[src/rtl/fix_session_pkg.sv]
// fix_session_pkg: event and heartbeat-state types shared by the FIX session blocks
package fix_session_pkg;
  typedef enum logic [1:0] {
    EVT_NONE       = 2'b00,
    EVT_TEST_REQ   = 2'b01,
    EVT_DISCONNECT = 2'b10
  } evt_type_t;
  typedef enum logic [1:0] {
    HB_IDLE,
    HB_ACTIVE,
    HB_TEST_SENT,
    HB_DEAD
  } hb_state_t;
endpackage

[src/rtl/fix_hb_rx_monitor_tracker.sv]
// fix_hb_host_tracker: per-host heartbeat FSM, tick counter and pending event
module fix_hb_host_tracker
  import fix_session_pkg::*;
#(
  parameter int CNT_SIZE = 20
) (
  input  logic              clk,
  input  logic              rst,
  input  logic              tick,
  input  logic              rx,
  input  logic              logon,
  input  logic              logoff,
  input  logic              load,
  input  logic              hb_en,
  input  logic [CNT_SIZE:0] thr,
  output logic              pend,
  output evt_type_t         pend_type,
  output logic              active,
  output logic              dead
);
  hb_state_t         st, st_n;
  logic [CNT_SIZE:0] cnt, cnt_n, cnt_inc;
  logic              pend_n, hit;
  evt_type_t         type_n;
  assign hit     = hb_en && cnt == thr;
  assign cnt_inc = (tick && !(&cnt)) ? cnt + 1'b1 : cnt;
  // next state: logoff > logon > rx > timeout; a loaded event clears pending
  always_comb begin
    st_n   = st;
    cnt_n  = cnt;
    pend_n = pend & ~load;
    type_n = pend_type;
    if (logoff) begin
      st_n   = HB_IDLE;
      cnt_n  = '0;
      pend_n = 1'b0;
    end else if (logon) begin
      st_n  = HB_ACTIVE;
      cnt_n = '0;
    end else if (st == HB_ACTIVE || st == HB_TEST_SENT) begin
      if (rx) begin
        st_n  = HB_ACTIVE;
        cnt_n = '0;
        if (st == HB_TEST_SENT) pend_n = 1'b0;
      end else if (hit) begin
        st_n   = (st == HB_ACTIVE) ? HB_TEST_SENT : HB_DEAD;
        cnt_n  = (st == HB_ACTIVE) ? '0 : cnt;
        pend_n = 1'b1;
        type_n = (st == HB_ACTIVE) ? EVT_TEST_REQ : EVT_DISCONNECT;
      end else begin
        cnt_n = cnt_inc;
      end
    end
  end
  // state registers; status flags trail the state by one edge
  always_ff @(posedge clk) begin
    if (rst) begin
      st        <= HB_IDLE;
      cnt       <= '0;
      pend      <= 1'b0;
      pend_type <= EVT_NONE;
      active    <= 1'b0;
      dead      <= 1'b0;
    end else begin
      st        <= st_n;
      cnt       <= cnt_n;
      pend      <= pend_n;
      pend_type <= type_n;
      active    <= st == HB_ACTIVE || st == HB_TEST_SENT;
      dead      <= st == HB_DEAD;
    end
  end
endmodule

[src/rtl/fix_hb_rx_monitor.sv]
// fix_hb_rx_monitor: receive-side heartbeat supervisor with round-robin event output
module fix_hb_rx_monitor
  import fix_session_pkg::*;
#(
  parameter int CNT_SIZE    = 20,
  parameter int NUM_HOST    = 4,
  parameter int HOST_W      = 2,
  parameter int GRACE_TICKS = 1
) (
  input  logic                clk,
  input  logic                rst,
  input  logic                tick_i,
  input  logic [CNT_SIZE-1:0] heartbeat_i,
  input  logic                rx_valid_i,
  input  logic [HOST_W-1:0]   rx_host_i,
  input  logic                logon_i,
  input  logic                logoff_i,
  input  logic [HOST_W-1:0]   ctl_host_i,
  output logic                evt_valid_o,
  output logic [1:0]          evt_type_o,
  output logic [HOST_W-1:0]   evt_host_o,
  input  logic                evt_ready_i,
  output logic [NUM_HOST-1:0] active_mask_o,
  output logic [NUM_HOST-1:0] dead_mask_o
);
  logic [CNT_SIZE:0]   thr;
  logic [NUM_HOST-1:0] pend, load;
  evt_type_t           pend_type [NUM_HOST];
  logic [HOST_W-1:0]   rr, win;
  logic                win_v, ld;
  assign thr = {1'b0, heartbeat_i} + (CNT_SIZE + 1)'(GRACE_TICKS);
  for (genvar h = 0; h < NUM_HOST; h++) begin : g_host
    fix_hb_host_tracker #(.CNT_SIZE(CNT_SIZE)) u_trk (
      .clk       (clk),
      .rst       (rst),
      .tick      (tick_i),
      .rx        (rx_valid_i && rx_host_i == HOST_W'(h)),
      .logon     (logon_i && ctl_host_i == HOST_W'(h)),
      .logoff    (logoff_i && ctl_host_i == HOST_W'(h)),
      .load      (load[h]),
      .hb_en     (heartbeat_i != '0),
      .thr       (thr),
      .pend      (pend[h]),
      .pend_type (pend_type[h]),
      .active    (active_mask_o[h]),
      .dead      (dead_mask_o[h])
    );
  end
  // round-robin pick: scan downward so the host nearest rr wins
  always_comb begin
    win   = '0;
    win_v = 1'b0;
    for (int i = NUM_HOST - 1; i >= 0; i--) begin
      if (pend[HOST_W'((int'(rr) + i) % NUM_HOST)]) begin
        win   = HOST_W'((int'(rr) + i) % NUM_HOST);
        win_v = 1'b1;
      end
    end
    ld   = win_v && (!evt_valid_o || evt_ready_i);
    load = ld ? NUM_HOST'(1) << win : '0;
  end
  // output register: loads when empty or on the accept edge, otherwise holds
  always_ff @(posedge clk) begin
    if (rst) begin
      evt_valid_o <= 1'b0;
      evt_type_o  <= EVT_NONE;
      evt_host_o  <= '0;
      rr          <= '0;
    end else begin
      if (evt_valid_o && evt_ready_i)
        rr <= (evt_host_o == HOST_W'(NUM_HOST - 1)) ? '0 : evt_host_o + 1'b1;
      if (ld) begin
        evt_valid_o <= 1'b1;
        evt_type_o  <= pend_type[win];
        evt_host_o  <= win;
      end else if (evt_ready_i) begin
        evt_valid_o <= 1'b0;
      end
    end
  end
endmodule

[config.mk]
export PLATFORM = sky130hd
export DESIGN_NAME = fix_hb_rx_monitor
export DESIGN_NICKNAME = d
export VERILOG_FILES = /design/src/rtl/fix_session_pkg.sv /design/src/rtl/fix_hb_rx_monitor_tracker.sv /design/src/rtl/fix_hb_rx_monitor.sv
export SDC_FILE = /design/constraint.sdc
export NUM_CORES = 1
export LEC_CHECK = 0
export ABC_CLOCK_PERIOD_IN_PS = 4500
export BUFFER_PORTS_ARGS = -buffer_cell sky130_fd_sc_hd__buf_2
export CAP_MARGIN = 40
export CORE_AREA = 3 3 145 147
export DETAILED_ROUTE_END_ITERATION = 10
export DIE_AREA = 0 0 148 150
export PLACE_DENSITY_LB_ADDON = 0.15
export SKIP_CTS_REPAIR_TIMING = 1
export SLEW_MARGIN = 20
export SYNTH_ARGS = -nofsm -noshare
export SYNTH_HDL_FRONTEND = slang
export SYNTH_SLANG_ARGS = --single-unit
[constraint.sdc]
create_clock -name clk -period 4.5 [get_ports clk]
set_input_delay 1.35 -clock clk [delete_from_list [all_inputs] [get_ports clk]]
set_output_delay 1.35 -clock clk [all_outputs]
set_load 0.02 [all_outputs]
==> summary.txt, run 1 <==
root buffer cell = clkbuf_16
pre-CTS WS = -308 ps
Initial Utilization = 48.9%
Vias/cell = 6.29
Area Overhead vs Synth = 19.3%
prevailing post-synth register cell = dfxtp_1
Final setup viols = 0
ys async rst share = 0%
Post-Layout Cell Count = 1671
VDD IR max = 0.224 mV
largest net degree at the start of global routing = 34
post-synthesis sequential area ratio = 24.3%
Final min period = 4330 ps
CP endpoint kind = flip-flop
initial antenna violation count = 0
first-pass GRT wire length = 55600 µm
Synth Instances = 1289
GPL Wtd Cong = 1.01
Final Skew = 8.84 ps
row cnt = 52
dpl cells = 1638
port bufs = 43
drt total wl = 35700 µm
CTS Buf Count = 17
GRT overflow = 0
kind of critical path = input port to flip-flop
Iteration-0 DRC Markers = 1017
Total Nets Final = 1438
CP Data Arrival Time = 4660 ps
layout cell share with drive strength beyond 1 = 18.7%
core area = 20000 µm²
setup_tns = 0 ps
Avg WL per Cell = 21.4 µm
Synth cell types = 94
FF+latch count, synth = 119
clk slew on worst S/H paths = 60 ps
max-slew violation count = 0
Core Util, Final = 58.4%
commonest non-fill, non-tap cells in the layout = nand2_1, dfxtp_1, buf_4, nor2_1, nand3_1
# diodes = 0
f_max = 231 MHz
final period utilization = 96.3%
Slew @ Worst Pin = 817 ps
CP startpoint kind = input port
Final ANT Viol Nets = 0
Yosys Warn Count = 0
max-cap violations = 0
status = finished, final reports clean
Final Hold Violating Endpoints = 0
RSZ-0062 raised after global routing = no
synthesized area = 9810 µm²
CP max-delay cell = nor4_2
H-tree depth = 4
Clock Sinks = 119
Req. time, crit path = 4820 ps
first drt pass iteration count = 5
CTS Buffer Depth = 2
Buf+Inv Stages, Crit Path = 5
critical path fanouts, max = 16
Die Y = 150 µm
Worst Slack Setup Final = 166 ps
dpl hpwl = 27300 µm
Die ar. = 22200 µm²
DIE WIDTH = 148 µm
PwrDens = 256 nW/µm²
max incr delay on CP = 410 ps
CP Cell Sequence = buf_2, ha_1, nand3_1, buf_4, nor4_2, buf_4, nor3b_1, a311oi_1, nand4_1, buf_4, nor4_4, nor3_1, buf_4, and3_1, a211o_1
hold slack = 469 ps
clock tree from TritonCTS = done
Lkg Pwr = 0.00449 µW
GRT Util Overall = 32.0%
Slew HR = 45.6%
Avg Cell Area, Syn = 7.61 µm²
Post-synth EDFFs = 0
kind of cell adding the most delay to the critical path = simple AND/OR/NAND/NOR gates
Clock Latency Late Sink = 430 ps
Post-Syn Nets = 1339
Fill cells = 1953
Hold Path Class = flip-flop to flip-flop
vias in the first global route = 9710
IO Count = 44
DRC Markers = 0
most common cell after layout, fill and taps aside = nand2_1
CP most frequent cell = buf_4
via count = 10500
flip-flops by register name (all words and copies together) (netlist names):
| signal | flops |
|---|---|
| g_host.u_trk.cnt | 84 |
| g_host.u_trk.pend_type | 8 |
| g_host.u_trk.st | 8 |
| g_host.u_trk.active | 4 |
| g_host.u_trk.dead | 4 |
| g_host.u_trk.pend | 4 |
| evt_host_o | 2 |
| evt_type_o | 2 |
| rr | 2 |
| evt_valid_o | 1 |
kinds of logic after synthesis:
group                      after synthesis  share of synthesized area, %
and+or+nand+nor                        630                          35.2
buffers and inverters                  134                          6.03
adders and majority gates               19                          2.42
xor gates and xnor gates                72                          7.99
DFF                                    119                          24.3
muxes                                   17                          1.80
AOI/OAI and AO/OA                      298                          22.2
per-layer routing:
| metal | vias up | wire [µm] | global-route usage, % |
|---|---|---|---|
| met4 | 2 | 1030 | 11.2 |
| li1 | 5008 | - | - |
| met3 | 70 | 3140 | 7.21 |
| met5 | - | 32 | 1.82 |
| met1 | 4930 | 15800 | 44.9 |
| met2 | 493 | 15700 | 48.1 |
power by group:
group          internal, µW  total, µW  switching (µW)
logic                   153        398             244
registers              1060       1060            3.58
clock network           944       1540             596
total                  2150       3000             844
cell type report:
type | count | area (µm²) | area share (%)
clock buffers | 17 | 425 | 3.63
clock inverters | 15 | 218 | 1.86
inverters | 39 | 146 | 1.25
multi-input cells | 1036 | 6850 | 58.5
flip-flops and latches | 119 | 2380 | 20.4
well taps | 270 | 338 | 2.89
repair buffers | 175 | 1350 | 11.5
stage by stage:
| step | area [µm²] | total power [µW] |
|---|---|---|
| after floorplan | 9810 | 1310 |
| after global placement | 11000 | 1470 |
| after detailed placement | 11000 | 1470 |
| after CTS | 11700 | 3000 |
| after global routing | 11700 | 3070 |
| final | 11700 | 3000 |
final timing paths:
path	start	endpoint	slack [ps]	cells after the start
max	heartbeat_i[0]	g_host[0].u_trk.cnt[16]$_SDFFE_PP0P_	170	15
min	evt_type_o[0]$_SDFFE_PP0P_	evt_type_o[0]$_SDFFE_PP0P_	470	2
max reg2reg	g_host[2].u_trk.cnt[4]$_SDFFE_PP0P_	g_host[2].u_trk.cnt[12]$_SDFFE_PP0P_	1150	11
min reg2reg	evt_type_o[0]$_SDFFE_PP0P_	evt_type_o[0]$_SDFFE_PP0P_	470	2
cell usage after synthesis, types with 31 or more instances:
| cell | instances | area [µm²] |
|---|---|---|
| nand2_1 | 133 | 499 |
| dfxtp_1 | 119 | 2380 |
| nor2_1 | 117 | 439 |
| nand3_1 | 74 | 370 |
| o21ai_0 | 67 | 335 |
| clkbuf_1 | 51 | 191 |
| nor3_1 | 46 | 230 |
| and3_1 | 38 | 238 |
| inv_1 | 38 | 143 |
| xnor2_1 | 38 | 333 |
| a21oi_1 | 37 | 185 |
| nand4_1 | 31 | 194 |
worst min-delay path, cell delays in order, from the launching register on:
cell and delay [ps]:
dfxtp_1 310, nand2_1 60, a21oi_1 60
(Power assumes the default switching activity.)
==> run 2: changes to the inputs <==
Settings changed: PLACE_DENSITY set to 0.64, PLACE_DENSITY_LB_ADDON 0.15 to unset.
==> summary.txt, run 2 (synthesized netlist as in run 1, its figures left out) <==
Fill cells = 1924
CP Cell Sequence = buf_2, ha_1, buf_4, xnor2_2, xnor2_1, a2111o_1, a2111oi_1, nand4_1, buf_4, nor4_4, buf_4, nand2_1, nor2_1, mux2_2
critical hold path startpoint = evt_type_o[0]$_SDFFE_PP0P_
FF-to-FF setup slack = 1190 ps
GRT overflow = 0
Die Y = 150 µm
layout cell share with drive strength beyond 1 = 20.2%
IO Count = 44
CTS Buffer Depth = 2
Vias/cell = 6.28
Slew @ Worst Pin = 830 ps
CP most frequent cell = buf_4
Hold Path Class = flip-flop to flip-flop
max-slew violation count = 0
Slew HR = 44.7%
RSZ-0062 raised after global routing = no
Clock Sinks = 119
Iteration-0 DRC Markers = 1247
Total Nets Final = 1463
critical path fanouts, max = 5
via count = 10700
kind of cell adding the most delay to the critical path = compound AO/OA/AOI/OAI gates
Area Overhead vs Synth = 20.0%
f_max = 232 MHz
row cnt = 52
GRT busiest layer = met2
Multi-input gate area = 6850 µm²
met3 usage in global routing = 6.39%
first drt pass iteration count = 7
commonest non-fill, non-tap cells in the layout = buf_4, nand2_1, dfxtp_1, nor2_1, nand3_1
Avg WL per Cell = 20.6 µm
DRC Markers = 0
dpl hpwl = 27000 µm
clk slew on worst S/H paths = 50 ps
Req. time, crit path = 4810 ps
r2r startpoint = g_host[2].u_trk.cnt[4]$_SDFFE_PP0P_
CP endpoint kind = flip-flop
root buffer cell = clkbuf_16
Final min period = 4320 ps
Top reg by flops = g_host.u_trk.cnt
CTS Buf Count = 17
Worst Hold Depth = 2
Final Skew = 10.4 ps
WHS Endpoint = evt_type_o[0]$_SDFFE_PP0P_
PwrDens = 239 nW/µm²
pre-CTS WS = -218 ps
final period utilization = 95.9%
reg2reg path depth = 11
H-tree depth = 4
max incr delay on CP = 430 ps
GRT Util Overall = 31.2%
Final Hold Violating Endpoints = 0
CP max-delay cell = a2111oi_1
setup_tns = 0 ps
most common cell after layout, fill and taps aside = buf_4
Worst Slack Setup Final = 184 ps
Lkg Pwr = 0.00455 µW
DIE WIDTH = 148 µm
Final setup viols = 0
GPL Wtd Cong = 1.01
Clock Latency Late Sink = 430 ps
terminus of the critical flop-to-flop path = g_host[2].u_trk.cnt[12]$_SDFFE_PP0P_
port bufs = 43
Top Registers = g_host.u_trk.cnt: 84 flops, g_host.u_trk.pend_type: 8 flops, g_host.u_trk.st: 8 flops
initial antenna violation count = 0
Final ANT Viol Nets = 0
kind of critical path = input port to flip-flop
max reg flops = 84
Initial Utilization = 48.9%
Die ar. = 22200 µm²
core area = 20000 µm²
VDD IR max = 0.258 mV
hold slack = 457 ps
CP Data Arrival Time = 4630 ps
drt total wl = 35000 µm
CP startpoint kind = input port
Core Util, Final = 58.7%
max-cap violations = 0
clock tree from TritonCTS = done
Buf+Inv Stages, Crit Path = 4
Final Total Pwr = 2810 µW
status = finished, final reports clean
first-pass GRT wire length = 54700 µm
met1 usage = 43.5%
met2 Usage GRT = 48.8%
register cell area after layout = 2380 µm²
largest net degree at the start of global routing = 34
vias in the first global route = 9655
[run 2: worst max-delay path by stage]
| stage | from | to | slack [ps] | cells after the start |
|---|---|---|---|---|
| after floorplan | heartbeat_i[0] | g_host[0].u_trk.cnt[17]$_SDFFE_PP0P_ | 50 | 14 |
| after global placement | heartbeat_i[0] | g_host[0].u_trk.pend_type[1]$_SDFFE_PP0P_ | -190 | 14 |
| after detailed placement | heartbeat_i[0] | g_host[0].u_trk.pend_type[1]$_SDFFE_PP0P_ | -220 | 14 |
| after CTS | heartbeat_i[0] | g_host[0].u_trk.pend_type[1]$_SDFFE_PP0P_ | 210 | 14 |
| after global routing | heartbeat_i[0] | g_host[2].u_trk.cnt[11]$_SDFFE_PP0P_ | 9 | 15 |
| final | heartbeat_i[0] | g_host[0].u_trk.pend_type[1]$_SDFFE_PP0P_ | 180 | 14 |
[run 2: per-stage QoR]
step | area, µm² | instances
detailed placement | 11200 | 1663
global placement | 11200 | 1662
finish | 11800 | 1697
floorplan | 9810 | 1289
CTS | 11700 | 1695
global route | 11800 | 1696
[run 2: cell type report]
class / instances / share of cell area [%]
clock buffer: 19 / 3.85
clock inverter: 13 / 1.02
antenna: 1 / 0.0213
timing repair buffer: 200 / 12.5
sequential: 119 / 20.2
tap: 270 / 2.87
multi-input combinational: 1036 / 58.2
inverter: 39 / 1.24
[run 2: worst reg2reg max path, stage by stage (launching register included)]
cell,delay [ps]
dfxtp_1,500
xnor2_1,140
xnor2_1,140
or4_1,570
nor4b_1,370
buf_4,200
nand3_1,110
nor4_4,310
buf_4,260
nor3_1,80
o311ai_0,320
o21ai_0,160
[run 2: power breakdown]
part	leakage (µW)	internal, µW	switching (µW)
logic	0.00332	158	244
clock network	0.000276	792	554
registers	0.000959	1060	3.40
[run 2: layer usage]
layer,up-vias,share of wire (%)
met5,-,0
met4,0,2.6
met3,79,9.0
met2,529,44
met1,4981,44
li1,5061,-
==> run 3: changes to the inputs <==
Settings changed: ABC_AREA set to 1, CORE_AREA 3 3 145 147 to 3 3 152 154, DIE_AREA 0 0 148 150 to 0 0 155 157.
==> summary.txt, run 3 <==
status = finished, final reports clean
most frequent cell after synthesis = nand2_1
mux contribution to synthesized area = 0%
clock tree from TritonCTS = done
RSZ-0062 raised after global routing = no
final period utilization = 89.6%
largest net degree at the start of global routing = 39
Lkg Pwr = 0.00517 µW
max-cap violations = 0
terminus of the critical flop-to-flop path = g_host[2].u_trk.cnt[19]$_SDFFE_PP0P_
CP endpoint kind = flip-flop
Final Total Pwr = 3140 µW
Final Skew = 11.9 ps
ys async rst share = 0%
main combinational cell family by area after synthesis = simple AND/OR/NAND/NOR gates
Post-synth EDFFs = 0
# diodes = 0
Top Registers = g_host.u_trk.cnt: 84 flops, g_host.u_trk.pend_type: 8 flops, g_host.u_trk.st: 8 flops
Multi-input gate area = 7300 µm²
initial antenna violation count = 0
commonest non-fill, non-tap cells in the layout = nand2_1, nor2_1, nand3_1, inv_1, dfxtp_1
port bufs = 43
Area Overhead vs Synth = 8.94%
Final min period = 4030 ps
f_max = 248 MHz
Hold Path Class = flip-flop to flip-flop
Synth cell types = 46
FF+latch count, synth = 119
VDD IR max = 0.201 mV
Avg WL per Cell = 18.3 µm
reg2reg path depth = 14
via count = 12200
dpl hpwl = 31000 µm
CTS Buf Count = 17
GRT overflow = 0
CTS Buffer Depth = 2
Slew HR = 45.1%
Die Y = 157 µm
register cell area after layout = 2380 µm²
CP startpoint = heartbeat_i[0]
post-synthesis sequential area ratio = 22.0%
Post-Syn Nets = 1935
Final Hold Violating Endpoints = 0
post-synth top area share = 22.0%
max-slew violation count = 0
core area = 21800 µm²
GRT Util Overall = 32.8%
most instantiated cells after synthesis = nand2_1, nor2_1, nand3_1, inv_1, dfxtp_1
root buffer cell = clkbuf_16
prevailing post-synth register cell = dfxtp_1
first-pass GRT wire length = 62900 µm
crit path to = g_host[1].u_trk.cnt[9]$_SDFFE_PP0P_
XOR/XNOR share of the synthesized area = 4.18%
Total Nets Final = 1949
Final ANT Viol Nets = 0
r2r startpoint = g_host[2].u_trk.cnt[0]$_SDFFE_PP0P_
kind of critical path = input port to flip-flop
row cnt = 54
max reg flops = 84
Vias/cell = 5.55
setup_tns = 0 ps
Die ar. = 24300 µm²
PwrDens = 265 nW/µm²
Synth Instances = 1885
CP startpoint kind = input port
DRC Markers = 0
first drt pass iteration count = 5
Final setup viols = 0
synthesized area = 10800 µm²
FF-to-FF setup slack = 1670 ps
H-tree depth = 4
Yosys Warn Count = 0
GPL Wtd Cong = 1.09
Clock Sinks = 119
drt total wl = 40000 µm
Clock Latency Late Sink = 430 ps
Avg Cell Area, Syn = 5.75 µm²
Iteration-0 DRC Markers = 1120
Synth Area in Simple Gates = 55.3%
Initial Utilization = 49.7%
vias in the first global route = 11300
most common cell after layout, fill and taps aside = nand2_1
clk slew on worst S/H paths = 60 ps
Post-Synth Adder-Cell Area = 2.19%
dpl cells = 2160
Top reg by flops = g_host.u_trk.cnt
synth top area cells = dfxtp_1, nand2_1, nand3_1
Req. time, crit path = 4830 ps
DIE WIDTH = 155 µm
layout cell share with drive strength beyond 1 = 9.05%
Fill cells = 2362
Post-Layout Cell Count = 2192
IO Count = 44
Slew @ Worst Pin = 822 ps
Synth Area in Compound Gates = 5.64%
CP Data Arrival Time = 4360 ps
largest area contributor in the netlist = dfxtp_1
critical path fanouts, max = 38
run 3: cell count changes in the layout (fill, tap and decap cells not counted), moves of 27 or more:
cell	change
nand4_1	+36
inv_1	+165
nor2b_1	-29
buf_4	-134
and3_1	-37
xor2_1	+27
nand3b_1	+29
nor2_1	+187
nand3_1	+162
o21ai_0	-32
nand2_1	+396
xnor2_1	-38
run 3: layout make-up:
type | count | share of cell area (%)
multi-input cells | 1487 | 61.8
well taps | 280 | 2.97
inverters | 214 | 6.82
clock buffers | 18 | 3.72
flip-flops and latches | 119 | 20.2
repair buffers | 60 | 3.04
clock inverters | 14 | 1.48
run 3: cells by family (layout without fill, tap and decap cells):
group                    count (synthesis)  after routing
adder cells (fa/ha/maj)                 19             19
buffers and inverters                  279            306
AND/OR/NAND/NOR                       1307           1307
flip-flops                             119            119
AO/OA/AOI/OAI                          111            111
XOR/XNOR                                50             50
run 3: worst min path at each step:
stage | startpoint | endpoint | depth (start not counted)
3_5_place_dp | g_host[2].u_trk.pend_type[1]$_SDFFE_PP0P_ | g_host[2].u_trk.pend_type[1]$_SDFFE_PP0P_ | 2
6_report | g_host[2].u_trk.pend_type[1]$_SDFFE_PP0P_ | g_host[2].u_trk.pend_type[1]$_SDFFE_PP0P_ | 2
5_1_grt | g_host[2].u_trk.pend_type[1]$_SDFFE_PP0P_ | g_host[2].u_trk.pend_type[1]$_SDFFE_PP0P_ | 2
4_1_cts | g_host[2].u_trk.pend_type[1]$_SDFFE_PP0P_ | g_host[2].u_trk.pend_type[1]$_SDFFE_PP0P_ | 2
3_3_place_gp | g_host[2].u_trk.pend_type[1]$_SDFFE_PP0P_ | g_host[2].u_trk.pend_type[1]$_SDFFE_PP0P_ | 2
2_1_floorplan | g_host[2].u_trk.pend_type[1]$_SDFFE_PP0P_ | g_host[2].u_trk.pend_type[1]$_SDFFE_PP0P_ | 2
run 3: worst max-delay path, stage by stage:
cell	delay, ps
buf_2	190
ha_1	230
nand2_2	150
inv_1	100
nand2_2	160
nand2_1	280
nand2_1	330
nand2_1	210
nand3_1	90
nor2_1	100
nand2_1	70
nor2_1	190
nand3_1	100
nor2_1	210
a21oi_2	110
buf_12	170
nand2_1	140
nand2_1	70
nand2_1	60
nor2_1	40
run 3: routing by layer:
| metal | global-route usage, % | up-vias | wire, µm |
|---|---|---|---|
| li1 | - | 6108 | - |
| met1 | 42.9 | 5469 | 17500 |
| met2 | 52.1 | 468 | 17600 |
| met3 | 5.91 | 113 | 2830 |
| met4 | 16.4 | 0 | 2100 |
| met5 | 0 | - | 0 |
run 3: through the flow:
stage | hold slack (ps) | utilization [%] | instance area, µm² | setup slack (ps)
detailed placement | 435 | 51.3 | 11200 | 140
global route | 479 | 54.1 | 11800 | 115
finish | 449 | 54.1 | 11800 | 466
CTS | 448 | 54.1 | 11800 | 570
global placement | 440 | 51.3 | 11200 | 81.7
floorplan | 421 | - | 10800 | 1150
run 3: where the power goes:
group          switching, µW  internal [µW]
Sequential              54.4           1080
Clock                    566            890
Combinational            378            164
Total                    999           2140
